$ cat config.mk
export PLATFORM = sky130hd
export DESIGN_NAME = adc_frame_align_ctrl
export DESIGN_NICKNAME = d
export VERILOG_FILES = /design/src/rtl/adc_frame_align_ctrl.sv
export SDC_FILE = /design/constraint.sdc
export NUM_CORES = 1
export LEC_CHECK = 0
export BUFFER_PORTS_ARGS = -buffer_cell sky130_fd_sc_hd__buf_2
export CAP_MARGIN = 40
export CORE_MARGIN = 4
export CORE_UTILIZATION = 39
export CTS_CLUSTER_SIZE = 14
export DETAILED_ROUTE_END_ITERATION = 16
export GPL_TIMING_DRIVEN = 0
export PLACE_DENSITY_LB_ADDON = 0.25
export SLEW_MARGIN = 10
export SYNTH_ARGS = -nofsm -noshare
export SYNTH_HDL_FRONTEND = slang
export SYNTH_SLANG_ARGS = --single-unit
$ cat constraint.sdc
create_clock -name clk_i -period 3.6 [get_ports clk_i]
set_clock_uncertainty 0.15 [all_clocks]
set_input_delay 0.72 -clock clk_i [delete_from_list [all_inputs] [get_ports clk_i]]
set_output_delay 0.72 -clock clk_i [all_outputs]
set_load 0.1 [all_outputs]
$ cat src/rtl/adc_frame_align_ctrl.sv
// adc_frame_align_ctrl: walks the ADC deserializers one at a time, compares the
// frame-clock word against the fixed frame pattern and issues bitslip pulses
// until the word locks or the per-ADC slip budget is exhausted.
// Optional build macro FRAME_MONITOR_EN adds a post-alignment frame monitor
// (FRAME_LOSS sticky flags and a saturating LOSS_CNT).
//
// state    | meaning
// ---------+-----------------------------------------------------------
// S_IDLE   | waiting for START; frame monitor active when a pass is done
// S_SETTLE | deserializer settling after ADC select or bitslip
// S_CHECK  | comparing CUR_ADC word to PATTERN, counting consecutive hits
// S_SLIP   | one-cycle bitslip pulse to CUR_ADC
// S_NEXT   | advance to the next ADC or wrap up the pass
// S_FINISH | drop BUSY, raise ALIGN_DONE
module adc_frame_align_ctrl #(
  parameter int               NADC      = 12,
  parameter int               WBITS     = 12,
  parameter logic [WBITS-1:0] PATTERN   = 12'hFC0,
  parameter int               SETTLE    = 4,
  parameter int               MATCH_CNT = 8,
  parameter int               MAX_SLIP  = 12
) (
  input  logic                  clk_i,
  input  logic                  rst_i,
  input  logic                  start_i,
  input  logic [NADC*WBITS-1:0] frame_word_i,
  output logic [NADC-1:0]       bitslip_o,
  output logic                  busy_o,
  output logic                  align_done_o,
  output logic [NADC-1:0]       aligned_o,
  output logic [NADC-1:0]       align_err_o,
`ifdef FRAME_MONITOR_EN
  output logic [NADC-1:0]       frame_loss_o,
  output logic [15:0]           loss_cnt_o,
`endif
  output logic [3:0]            cur_adc_o
);

  typedef enum logic [2:0] {
    S_IDLE, S_SETTLE, S_CHECK, S_SLIP, S_NEXT, S_FINISH
  } state_e;

  state_e          state_q, state_d;
  logic [3:0]      wait_q, wait_d;
  logic [3:0]      match_q, match_d;
  logic [3:0]      slip_q, slip_d;
  logic [3:0]      cur_q, cur_d;
  logic            busy_q, busy_d;
  logic            done_q, done_d;
  logic [NADC-1:0] aligned_q, aligned_d;
  logic [NADC-1:0] err_q, err_d;
  logic            word_match;

  assign word_match = (frame_word_i[int'(cur_q)*WBITS +: WBITS] == PATTERN);

`ifdef FRAME_MONITOR_EN
  logic [NADC-1:0] loss_q, loss_d;
  logic [15:0]     loss_cnt_q, loss_cnt_d;
  logic [NADC-1:0] word_ne;

  // per-ADC mismatch vector used by the idle frame monitor
  always_comb begin
    word_ne = '0;
    for (int i = 0; i < NADC; i++) begin
      word_ne[i] = (frame_word_i[i*WBITS +: WBITS] != PATTERN);
    end
  end
`endif

  // next-state and output decode for the alignment sequencer
  always_comb begin
    state_d   = state_q;
    wait_d    = wait_q;
    match_d   = match_q;
    slip_d    = slip_q;
    cur_d     = cur_q;
    busy_d    = busy_q;
    done_d    = done_q;
    aligned_d = aligned_q;
    err_d     = err_q;
    bitslip_o = '0;
`ifdef FRAME_MONITOR_EN
    loss_d     = loss_q;
    loss_cnt_d = loss_cnt_q;
`endif
    case (state_q)
      S_IDLE: begin
        if (start_i) begin
          busy_d    = 1'b1;
          done_d    = 1'b0;
          aligned_d = '0;
          err_d     = '0;
          cur_d     = '0;
          slip_d    = '0;
          match_d   = '0;
          wait_d    = 4'(SETTLE);
          state_d   = S_SETTLE;
`ifdef FRAME_MONITOR_EN
          loss_d     = '0;
          loss_cnt_d = '0;
`endif
        end
`ifdef FRAME_MONITOR_EN
        else if (done_q) begin
          loss_d = loss_q | (aligned_q & word_ne);
          if (|(aligned_q & word_ne) && loss_cnt_q != 16'hFFFF) begin
            loss_cnt_d = loss_cnt_q + 16'd1;
          end
        end
`endif
      end
      S_SETTLE: begin
        if (wait_q <= 4'd1) begin
          state_d = S_CHECK;
        end else begin
          wait_d = wait_q - 4'd1;
        end
      end
      S_CHECK: begin
        if (word_match) begin
          match_d = match_q + 4'd1;
          if (match_q + 4'd1 == 4'(MATCH_CNT)) begin
            aligned_d[cur_q] = 1'b1;
            state_d          = S_NEXT;
          end
        end else begin
          match_d = '0;
          if (slip_q < 4'(MAX_SLIP)) begin
            state_d = S_SLIP;
          end else begin
            err_d[cur_q] = 1'b1;
            state_d      = S_NEXT;
          end
        end
      end
      S_SLIP: begin
        bitslip_o[cur_q] = 1'b1;
        if (slip_q != 4'hF) slip_d = slip_q + 4'd1;
        wait_d  = 4'(SETTLE);
        state_d = S_SETTLE;
      end
      S_NEXT: begin
        if (cur_q == 4'(NADC-1)) begin
          state_d = S_FINISH;
        end else begin
          cur_d   = cur_q + 4'd1;
          slip_d  = '0;
          match_d = '0;
          wait_d  = 4'(SETTLE);
          state_d = S_SETTLE;
        end
      end
      S_FINISH: begin
        busy_d  = 1'b0;
        done_d  = 1'b1;
        state_d = S_IDLE;
      end
      default: state_d = S_IDLE;
    endcase
  end

  // state and datapath registers with synchronous reset
  always_ff @(posedge clk_i) begin
    if (rst_i) begin
      state_q   <= S_IDLE;
      wait_q    <= '0;
      match_q   <= '0;
      slip_q    <= '0;
      cur_q     <= '0;
      busy_q    <= 1'b0;
      done_q    <= 1'b0;
      aligned_q <= '0;
      err_q     <= '0;
`ifdef FRAME_MONITOR_EN
      loss_q     <= '0;
      loss_cnt_q <= '0;
`endif
    end else begin
      state_q   <= state_d;
      wait_q    <= wait_d;
      match_q   <= match_d;
      slip_q    <= slip_d;
      cur_q     <= cur_d;
      busy_q    <= busy_d;
      done_q    <= done_d;
      aligned_q <= aligned_d;
      err_q     <= err_d;
`ifdef FRAME_MONITOR_EN
      loss_q     <= loss_d;
      loss_cnt_q <= loss_cnt_d;
`endif
    end
  end

  assign busy_o       = busy_q;
  assign align_done_o = done_q;
  assign aligned_o    = aligned_q;
  assign align_err_o  = err_q;
  assign cur_adc_o    = cur_q;
`ifdef FRAME_MONITOR_EN
  assign frame_loss_o = loss_q;
  assign loss_cnt_o   = loss_cnt_q;
`endif

endmodule

# Yosys cells after proc, flatten, opt, wreduce, memory -nomap -nowiden
# Index checks and enable logic that the tools add are counted.
dict set report classes {
  addsub 4
  n_mul 1
  order_cmp 4
  eq_ne 19
  shifts 1
  muxes 33
  bitwise 2
  n_reduce_logical 16
}
# cell count
set ops {}
lappend ops {{$shiftx 144x9->12} 1}
lappend ops {{$mux 12} 6}
lappend ops {{$pmux 12 s2} 2}
lappend ops {{$mux 4} 8}
lappend ops {{$or 12x12->12} 2}
lappend ops {{$pmux 4 s3} 2}
lappend ops {{$mux 3} 6}
lappend ops {{$ne 2x2->1 const B} 9}
lappend ops {{$pmux 4 s4} 1}
lappend ops {{$reduce_and 4->1} 4}
lappend ops {{$pmux 3 s5} 1}
lappend ops {{$add 4x1->4 const B} 3}
lappend ops {{$eq 12x12->1 const B} 1}
lappend ops {{$reduce_and 3->1} 3}
lappend ops {{$eq 4x4->1 const B} 2}
lappend ops {{$pmux 4 s2} 1}
lappend ops {{$eq 3x2->1 const B} 2}
lappend ops {{$eq 3x3->1 const B} 2}
lappend ops {{$mul 4x2->6 const B} 1}
lappend ops {{$reduce_bool 2->1} 3}
lappend ops {{$reduce_bool 3->1} 2}
lappend ops {{$lt 4x5->1 const B} 1}
lappend ops {{$demux 1 s4} 1}
lappend ops {{$ge 4x1->1 const B} 1}
lappend ops {{12 further kinds} 15}
dict set report word_totals {
  regBits 45
  inputBits 147
  output_inout_bits 42
}

# Logic depth before layout (Yosys ltp)
# Gate-level depths: netlist (run 1).
dict set report depth {
  word_depth 8
  mapped_depth 11
  depth_no_buf 7
}

# Worst setup path after synthesis (run 1)
# Ideal clock, no wire load.
dict set report synth_timing {
  kind {reg-to-output}
  from {register cur_q[1], in the netlist cur_adc_o[1]}
  to {output bitslip_o[11]}
  arrival_time_ns 3.160
  required_ns 2.730
  slack_ns -0.430
  stages_incl_launch_ff 5
  n_path_buf 1
  path_cell_list {dfxtp_1 -> ha_1 -> and2_1 -> clkbuf_1 -> nor2b_1}
}
dict set report synth_via {
  elab_chain_len 5
  word_cells_on_any_way 6
  cone_classes {order compare (2); mux (3); reduce/logical (1)}
}
# item line_no
set synth_rtl {}
lappend synth_rtl {{start, declared} 47} ;# logic [3:0] cur_q, cur_d;
lappend synth_rtl {{start signal, assigned} 183} ;# cur_q <= cur_d;
lappend synth_rtl {{$lt 4x5->1 (implied by the code) or $ge 4x1->1 (tied branches)} 137} ;# bitslip_o[cur_q] = 1'b1;
lappend synth_rtl {{$logic_and 1x1->1 (implied by the code)} 137}
lappend synth_rtl {{$mux 1 (implied by the code)} 137}
lappend synth_rtl {{$demux 1 s4 *} 137}
lappend synth_rtl {{$mux 12 *} 86} ;# case (state_q)
lappend synth_rtl {{end, declared} 27} ;# output logic [NADC-1:0] bitslip_o,
# Every way passes the cells marked *; elsewhere a longest branch is shown, timed or not.

# Worst setup path after layout (run 1)
dict set report layout_timing {
  from {register state_q[1]}
  to {output bitslip_o[7]}
}
dict set report layout_via {
  elab_chain_len 2
}
# item line_no
set layout_rtl {}
lappend layout_rtl {{start, declared} 43} ;# state_e state_q, state_d;
lappend layout_rtl {{start signal, assigned} 179} ;# state_q <= state_d;
lappend layout_rtl {{$eq 3x2->1} 86}
lappend layout_rtl {{$mux 12} 86}
# Every way passes these cells.

==> results of run 1 <==
placed cells by master (no fill, tap or decap), drive strengths merged, types with 9 or more instances in the layout:
master  count
nor3       16
buf       194
a32o       23
nand2      22
nor4       11
clkbuf     24
dfxtp      45
a21oi      18
inv        12
and2        9
o21ai      12
nand3      13
nor2       36
state kept, by name (all words and copies together) (netlist names):
register / flops
align_err_o: 12
aligned_o: 12
cur_adc_o: 4
match_q: 4
slip_q: 4
wait_q: 4
state_q: 3
align_done_o: 1
busy_o: 1
cell usage after synthesis (2+ instances only):
cell type	n	share of area (%)
nor2_1	36	4.5
buf_6	3	1.1
inv_2	2	0.25
nor3b_1	4	1.0
xnor2_1	2	0.58
xor2_1	3	0.88
o22ai_1	3	0.63
a32o_2	9	3.4
nor2b_1	6	1.3
a31oi_1	6	1.3
nand4_1	3	0.63
o211ai_1	4	1.0
a32o_1	14	4.7
or4_1	3	0.75
a21oi_1	18	3.0
nor4_2	3	1.3
or3_1	2	0.42
nor4_1	8	1.7
nor4b_1	3	0.88
a22oi_1	5	1.3
nor4bb_1	2	0.67
nand2_1	22	2.8
o21ai_0	11	1.8
clkbuf_1	19	2.4
mux4_2	8	6.0
inv_1	9	1.1
buf_2	2	0.33
nand2b_1	4	0.84
a311o_1	2	0.67
mux2i_1	2	0.67
dfxtp_1	45	30
nand3_1	13	2.2
a32oi_1	2	0.58
a22o_1	3	0.88
ha_1	8	3.3
nand3b_1	8	2.0
nor3_1	16	2.7
and3b_1	2	0.58
and2_1	9	1.9
and3_1	2	0.42
report_power, final:
part           leakage, nW  internal [mW]  total, mW  switching, mW
Clock               0.0445          0.138      0.320          0.182
Combinational         1.49          0.132      0.303          0.171
Sequential           0.363          0.512      0.528         0.0160
worst max path at each step:
stage | endpoint | cells past startpoint
finish | bitslip_o[7] | 6
floorplan | bitslip_o[11] | 4
detailed placement | aligned_o[3]$_SDFFE_PP0P_ | 9
global placement | aligned_o[8]$_SDFFE_PP0P_ | 9
global route | bitslip_o[7] | 6
CTS | bitslip_o[0] | 6
worst max-delay path, stage by stage (launching register included):
cell	delay, ns
dfxtp_1	0.32
clkbuf_1	0.32
nor2b_1	0.27
nand2_1	0.29
nor2_1	0.36
and2_1	0.17
buf_2	0.43
through the flow:
stage,setup slack [ns],total power [mW],utilization (%),std cells
4_1_cts,0.180,1.16,56.5,642
3_3_place_gp,0.485,0.829,55.2,634
5_1_grt,0.0564,1.22,56.5,642
6_report,0.267,1.15,56.5,642
3_5_place_dp,0.469,0.839,55.2,634
2_1_floorplan,0.0821,0.718,-,347
logic make-up after synthesis:
| kind of cell | share of synthesized area, % |
|---|---|
| AOI/OAI and AO/OA | 24.8 |
| and+or+nand+nor | 28.2 |
| buffers and inverters | 5.47 |
| muxes | 6.68 |
| DFF | 30.1 |
| xor gates and xnor gates | 1.46 |
| adders and majority gates | 3.34 |
layer usage:
layer	vias up	part of all wire, %	track usage, %
li1	1724	-	-
met1	1692	43	30.0
met2	145	47	39.8
met3	17	8.9	4.74
met4	0	1.6	6.40
met5	-	0	0
layout make-up:
type / instances / area, µm²
tap: 99 / 124
inverter: 11 / 41.3
fill: 711 / 3200
buffer: 25 / 123
timing repair buffer: 188 / 941
multi-input combinational: 266 / 1950
sequential: 45 / 901
clock buffer: 5 / 68.8
clock inverter: 3 / 21.3
what timing repair did:
action | 4_1_cts | 5_1_grt
hold buffers | 0 | 0
endpoints found under the setup margin | 0 | 4
resized for setup | 0 | 1
==> metrics.md, run 1 <==
| Metric | Value |
|---|---|
| Rel. slew slack | 60.7% |
| Total GRT Usage | 23.4% |
| Worst-path clk slew | ~0.09 ns |
| Dpl hpwl | a little under 9000 µm |
| Pre-antenna DRT Iters | 4 |
| Die height | 95.6 µm |
| Register area share after synthesis | 30.1% |
| Syn nets | 502 |
| CTS root buffer | clkbuf_8 |
| Distinct cell type count after synthesis | 61 |
| LEAKAGE | 1.89 nW |
| Fin crit share | about 93% |
| Avg WL per Cell | 16.9 µm |
| Status | completed |
| Top_reg_cell synth | dfxtp_1 |
| Worst Reg-to-Reg Cells | 9 |
| Clk sinks | 45 |
| Post-synthesis cell count | around 350 |
| Final net count | about 700 |
| Kind of critical path | reg2out |
| Worst r2r src | cur_adc_o[3]$_SDFFE_PP0P_ |
| FFs w/ async S/R, synth | 0% |
| ANT nets after route | 0 |
| Final setup TNS | 0 ns |
| Layout cells sized above 1 | 43.1% |
| Port bufs | between 150 and 200 |
| Iter 0 DRT Violations | 167 |
| Later-pin clock latency in the skew report | 0.31 ns |
| Hold Path Class | reg2reg |
| Initial Util | approximately two fifths |
| Via/cell ratio | approximately 5.6 |
| Area delta synth->final | 39.1% |
| Vias in the first global route | 3517 |
| Critical Path Sink Type | output pin |
| Die width | 95.6 µm |
| Fmax | between 300 and 400 MHz |
| CTS tree | done |
| Arr. time, crit path | about 2.5 ns |
| Initial antenna violation count | 0 |
| CP Launch Type | register |
| Mapped Avg Cell Area | 8.63 µm² |
| Worst Tran Pin Value | ~0.6 ns |
| DRC viols | 0 |
| Core Footprint | between 0.007 and 0.008 mm² |
| CTS H-tree lvls | 2 |
| Post-route cell area | 0.00417 mm² |
| WHS | between 0.3 and 0.4 ns |
| Worst hold stages | 1 |
| Vias | between 3000 and 4000 |
| Placed cell areas | 0.00407 mm² |
| Post-CTS Setup Inserts | 0 |
| CP required | 2.73 ns |
| RSZ-0062 raised after global routing | no |
| Die area | 0.00915 mm² |
| Minimum clock period | 3.33 ns |
| Peak VDD IR | 0.163 mV |
| Max Cap Viol | 0 |
| Power Dens Cells | approximately 280 mW/mm² |
| Yosys warns | 0 |
| Num CTS Buffers | 5 |
| Slew Viols, Final | 0 |
| HP Start | align_err_o[7]$_SDFFE_PP0P_ |
| Grt ovf | 0 |
| R2r endpoint | aligned_o[3]$_SDFFE_PP0P_ |
| Syn Std Cell Area | 0.00300 mm² |
| Largest net degree at the start of global routing | 16 |
| IO Count | 189 |
| Cell Rows | 31 |
| Final wirelength | 10900 µm |
| First-pass GRT wire length | approximately 17000 µm |
| GPL Wtd Cong | 0.910 |
| CP startpoint | state_q[1]$_SDFFE_PP0P_ |
| Worst Path Max Fanout | 9 |
| Post-synth EDFFs | 0 |
| Clk buf depth | 2 |
| Hold EP | align_err_o[7]$_SDFFE_PP0P_ |
| # diodes | 0 |
| Flops & latches, synth | 45 |
| Fin. Hold Viols | 0 |
| Final setup vio count | 0 |
| Worst reg2reg setup slack | between 0.4 and 0.5 ns |
Power figures use the tool's default switching activity.
==> run 2, diff against run 1 <==
--- a/config.mk
+++ b/config.mk
@@ -5,6 +5,7 @@
 export SDC_FILE = /design/constraint.sdc
 export NUM_CORES = 1
 export LEC_CHECK = 0
+export ABC_AREA = 1
 export BUFFER_PORTS_ARGS = -buffer_cell sky130_fd_sc_hd__buf_2
 export CAP_MARGIN = 40
 export CORE_MARGIN = 4
==> run 2 against run 1 <==
Compared with the run above:
- die area increased by 18%
- clock power increased by 3%
- flip-flop and latch count unchanged
- cell count increased by 43%
- critical endpoint is now bitslip_o[10]
- sequential power increased by 7.8%
- largest cell class unchanged
- utilization decreased by 1.9 points
==> metrics.md, run 2 <==
| Metric | Value |
|---|---|
| Status | completed |
| FFs w/ async S/R, synth | 0% |
| Via/cell ratio | 4.74 |
| Fin crit share | 92.1% |
| Register area | 901 µm² |
| CTS tree | done |
| DRC viols | 0 |
| Final net count | 967 |
| WHS | 0.303 ns |
| Slew Viols, Final | 0 |
| CP Launch Type | register |
| Multi-input logic area | 0.00215 mm² |
| Crit-path max cell delay | 0.47 ns |
| Vias | 4367 |
| Top_reg_cell synth | dfxtp_1 |
| CTS H-tree lvls | 2 |
| CP required | 2.73 ns |
| Critical Path Sink Type | output pin |
| Post-synth EDFFs | 0 |
| Fill cells | approximately 940 |
| ANT nets after route | 0 |
| Minimum clock period | 3.31 ns |
| Later-pin clock latency in the skew report | about 0.3 ns |
| Post-route cell area | 0.00481 mm² |
| Final setup vio count | 0 |
| Worst Path Max Fanout | 10 |
| Register area share after synthesis | 25.2% |
| Number of buffers and inverters on the critical path | 4 |
| Cell Rows | 34 |
| Utilization after layout | a little over half |
| Top cells by area, synth | dfxtp_1 (25%), nand2_1 (20%), inv_1 (12%) |
| Most frequent cells in the layout | buf_2 (198), nand2_1 (192), inv_1 (111) |
| Syn nets | between 700 and 800 |
| GPL Wtd Cong | 0.887 |
| Peak VDD IR | 0.376 mV |
| Power Dens Cells | 315 mW/mm² |
| Leading area contributor after synthesis | dfxtp_1 |
| Layout cells sized above 1 | 31.0% |
| Initial antenna violation count | 0 |
| Grt ovf | 0 |
| Pre-antenna DRT Iters | 5 |
| Cell with the most instances after synthesis | nand2_1 |
| Die width | 104 µm |
| Kind of critical path | reg2out |
| Fmax | 302 MHz |
| CTS root buffer | clkbuf_8 |
| # diodes | 0 |
| Setup WS post-layout | ~0.29 ns |
| Fin. Hold Viols | 0 |
| Arr. time, crit path | 2.44 ns |
| Cell Chain, Critical Path | inv_1 -> nor3_1 -> inv_1 -> clkbuf_1 -> nor3_1 -> buf_2 |
| Pwr Total | 1.52 mW |
| Worst Tran Pin Value | 0.758 ns |
| Worst path slowest cell | buf_2 |
| Die height | 104 µm |
| Placed cell areas | approximately 0.0047 mm² |
| Hold Path Class | reg2reg |
| Distinct cell type count after synthesis | 33 |
| Mapped Avg Cell Area | just under 6 µm² |
| Fin cells | 921 |
| Max Cap Viol | 0 |
| Hold-fix buffers at CTS | 0 |
| Clk buf depth | 2 |
| Post-synth top cells | nand2_1 (192), inv_1 (111), nor2_1 (59), nand3_1 (57), dfxtp_1 (45) |
| IO Count | 189 |
| Pre-CTS setup slack | ~0.63 ns |
| Dpl hpwl | between 9000 and 10000 µm |
| Core Footprint | 0.00881 mm² |
| Port bufs | 188 |
| Clk sinks | 45 |
| Final setup TNS | 0 ns |
| RSZ-0062 raised after global routing | no |
| Post-CTS sizing | 0 |
| CP top delay family | buffers and inverters |
| Num CTS Buffers | 5 |
| Avg WL per Cell | 12.5 µm |
| First-pass GRT wire length | approximately 19000 µm |
| Rel. slew slack | 49.5% |
| Yosys top cell area share | between 20% and 30% |
| LEAKAGE | around 2.6 nW |
| Final wirelength | between 10000 and 15000 µm |
| Flops & latches, synth | 45 |
| Die area | 0.0108 mm² |
| Area delta synth->final | 34.4% |
| Yosys warns | 0 |
| Largest net degree at the start of global routing | 17 |
| Most common library cell in the layout ignoring fill and taps | buf_2 |
| Total GRT Usage | between 20% and 30% |
| Post-CTS Setup Inserts | 0 |
| Cell total after placement | 913 |
| Worst-path clk slew | roughly 0.10 ns |
| Initial Util | between 40% and 50% |
| Vias in the first global route | 4198 |
| Iter 0 DRT Violations | about 200 |
| Syn Std Cell Area | 0.00357 mm² |
| Post-synthesis cell count | 617 |
run 2: cell count changes in the layout (fill, tap and decap cells not counted), sizes merged, moves of 6 or more:
| cell | previous run | this run |
|---|---|---|
| a21oi | 18 | 39 |
| nor2b | 6 | 0 |
| clkbuf | 24 | 8 |
| a32o | 23 | 0 |
| mux4 | 8 | 0 |
| nor4 | 11 | 0 |
| a31oi | 6 | 0 |
| nand2 | 22 | 193 |
| inv | 12 | 117 |
| buf | 194 | 207 |
| nor3 | 16 | 24 |
| and2 | 9 | 0 |
| nand3 | 13 | 67 |
| nor2 | 36 | 66 |
run 2: power by group:
| part | internal [mW] | leakage (nW) | total [mW] | switching (mW) |
|---|---|---|---|---|
| sequential | 0.538 | 0.364 | 0.569 | 0.0311 |
| combinational | 0.212 | 2.23 | 0.616 | 0.405 |
| clock | 0.140 | 0.0447 | 0.330 | 0.190 |
| total | 0.890 | 2.64 | 1.52 | 0.626 |
run 2: area by class of cell:
cell class                      count  area share [%]
Multi-Input combinational cell    434            44.7
Timing Repair Buffer              188            19.6
Sequential cell                    45            18.7
Inverter                          116            9.06
Buffer                             22            3.15
Tap cell                          108            2.81
Clock buffer                        5            1.43
Clock inverter                      3           0.521
run 2: final timing paths:
| path | from | end | slack [ns] | depth (start not counted) |
|---|---|---|---|---|
| setup / recovery | state_q[0]$_SDFFE_PP0P_ | bitslip_o[10] | 0.29 | 6 |
| hold / removal | aligned_o[6]$_SDFFE_PP0P_ | aligned_o[6]$_SDFFE_PP0P_ | 0.30 | 2 |
| setup reg to reg | cur_adc_o[0]$_SDFFE_PP0P_ | align_err_o[3]$_SDFFE_PP0P_ | 1.28 | 13 |
| hold reg to reg | aligned_o[6]$_SDFFE_PP0P_ | aligned_o[6]$_SDFFE_PP0P_ | 0.30 | 2 |
run 2: metal layers:
layer	wire [µm]	up-vias	GRT usage, %
met5	0	-	0
met4	82	0	2.75
met3	794	10	3.61
met2	5640	147	37.1
met1	4960	1923	25.5
li1	-	2287	-
run 2: cells by family (layout without fill, tap and decap cells):
| kind of cell | after synthesis | after routing | synth area share [%] |
|---|---|---|---|
| adders and majority gates | 8 | 8 | 2.80 |
| DFF | 45 | 45 | 25.2 |
| buffers and inverters | 138 | 334 | 16.4 |
| xor gates and xnor gates | 4 | 4 | 0.980 |
| and+or+nand+nor | 364 | 364 | 45.7 |
| AOI/OAI and AO/OA | 58 | 58 | 8.93 |
run 2: worst reg2reg max path: stages, from the launching register on:
cell	delay [ns]
dfxtp_1	0.50
buf_2	0.29
o21ai_0	0.12
o21ai_1	0.16
nand2_1	0.08
nand3_1	0.08
nand2_1	0.08
nor2_2	0.12
nand3_4	0.11
nand3_1	0.09
nand2_1	0.08
buf_4	0.18
nand2_1	0.09
a21oi_2	0.05
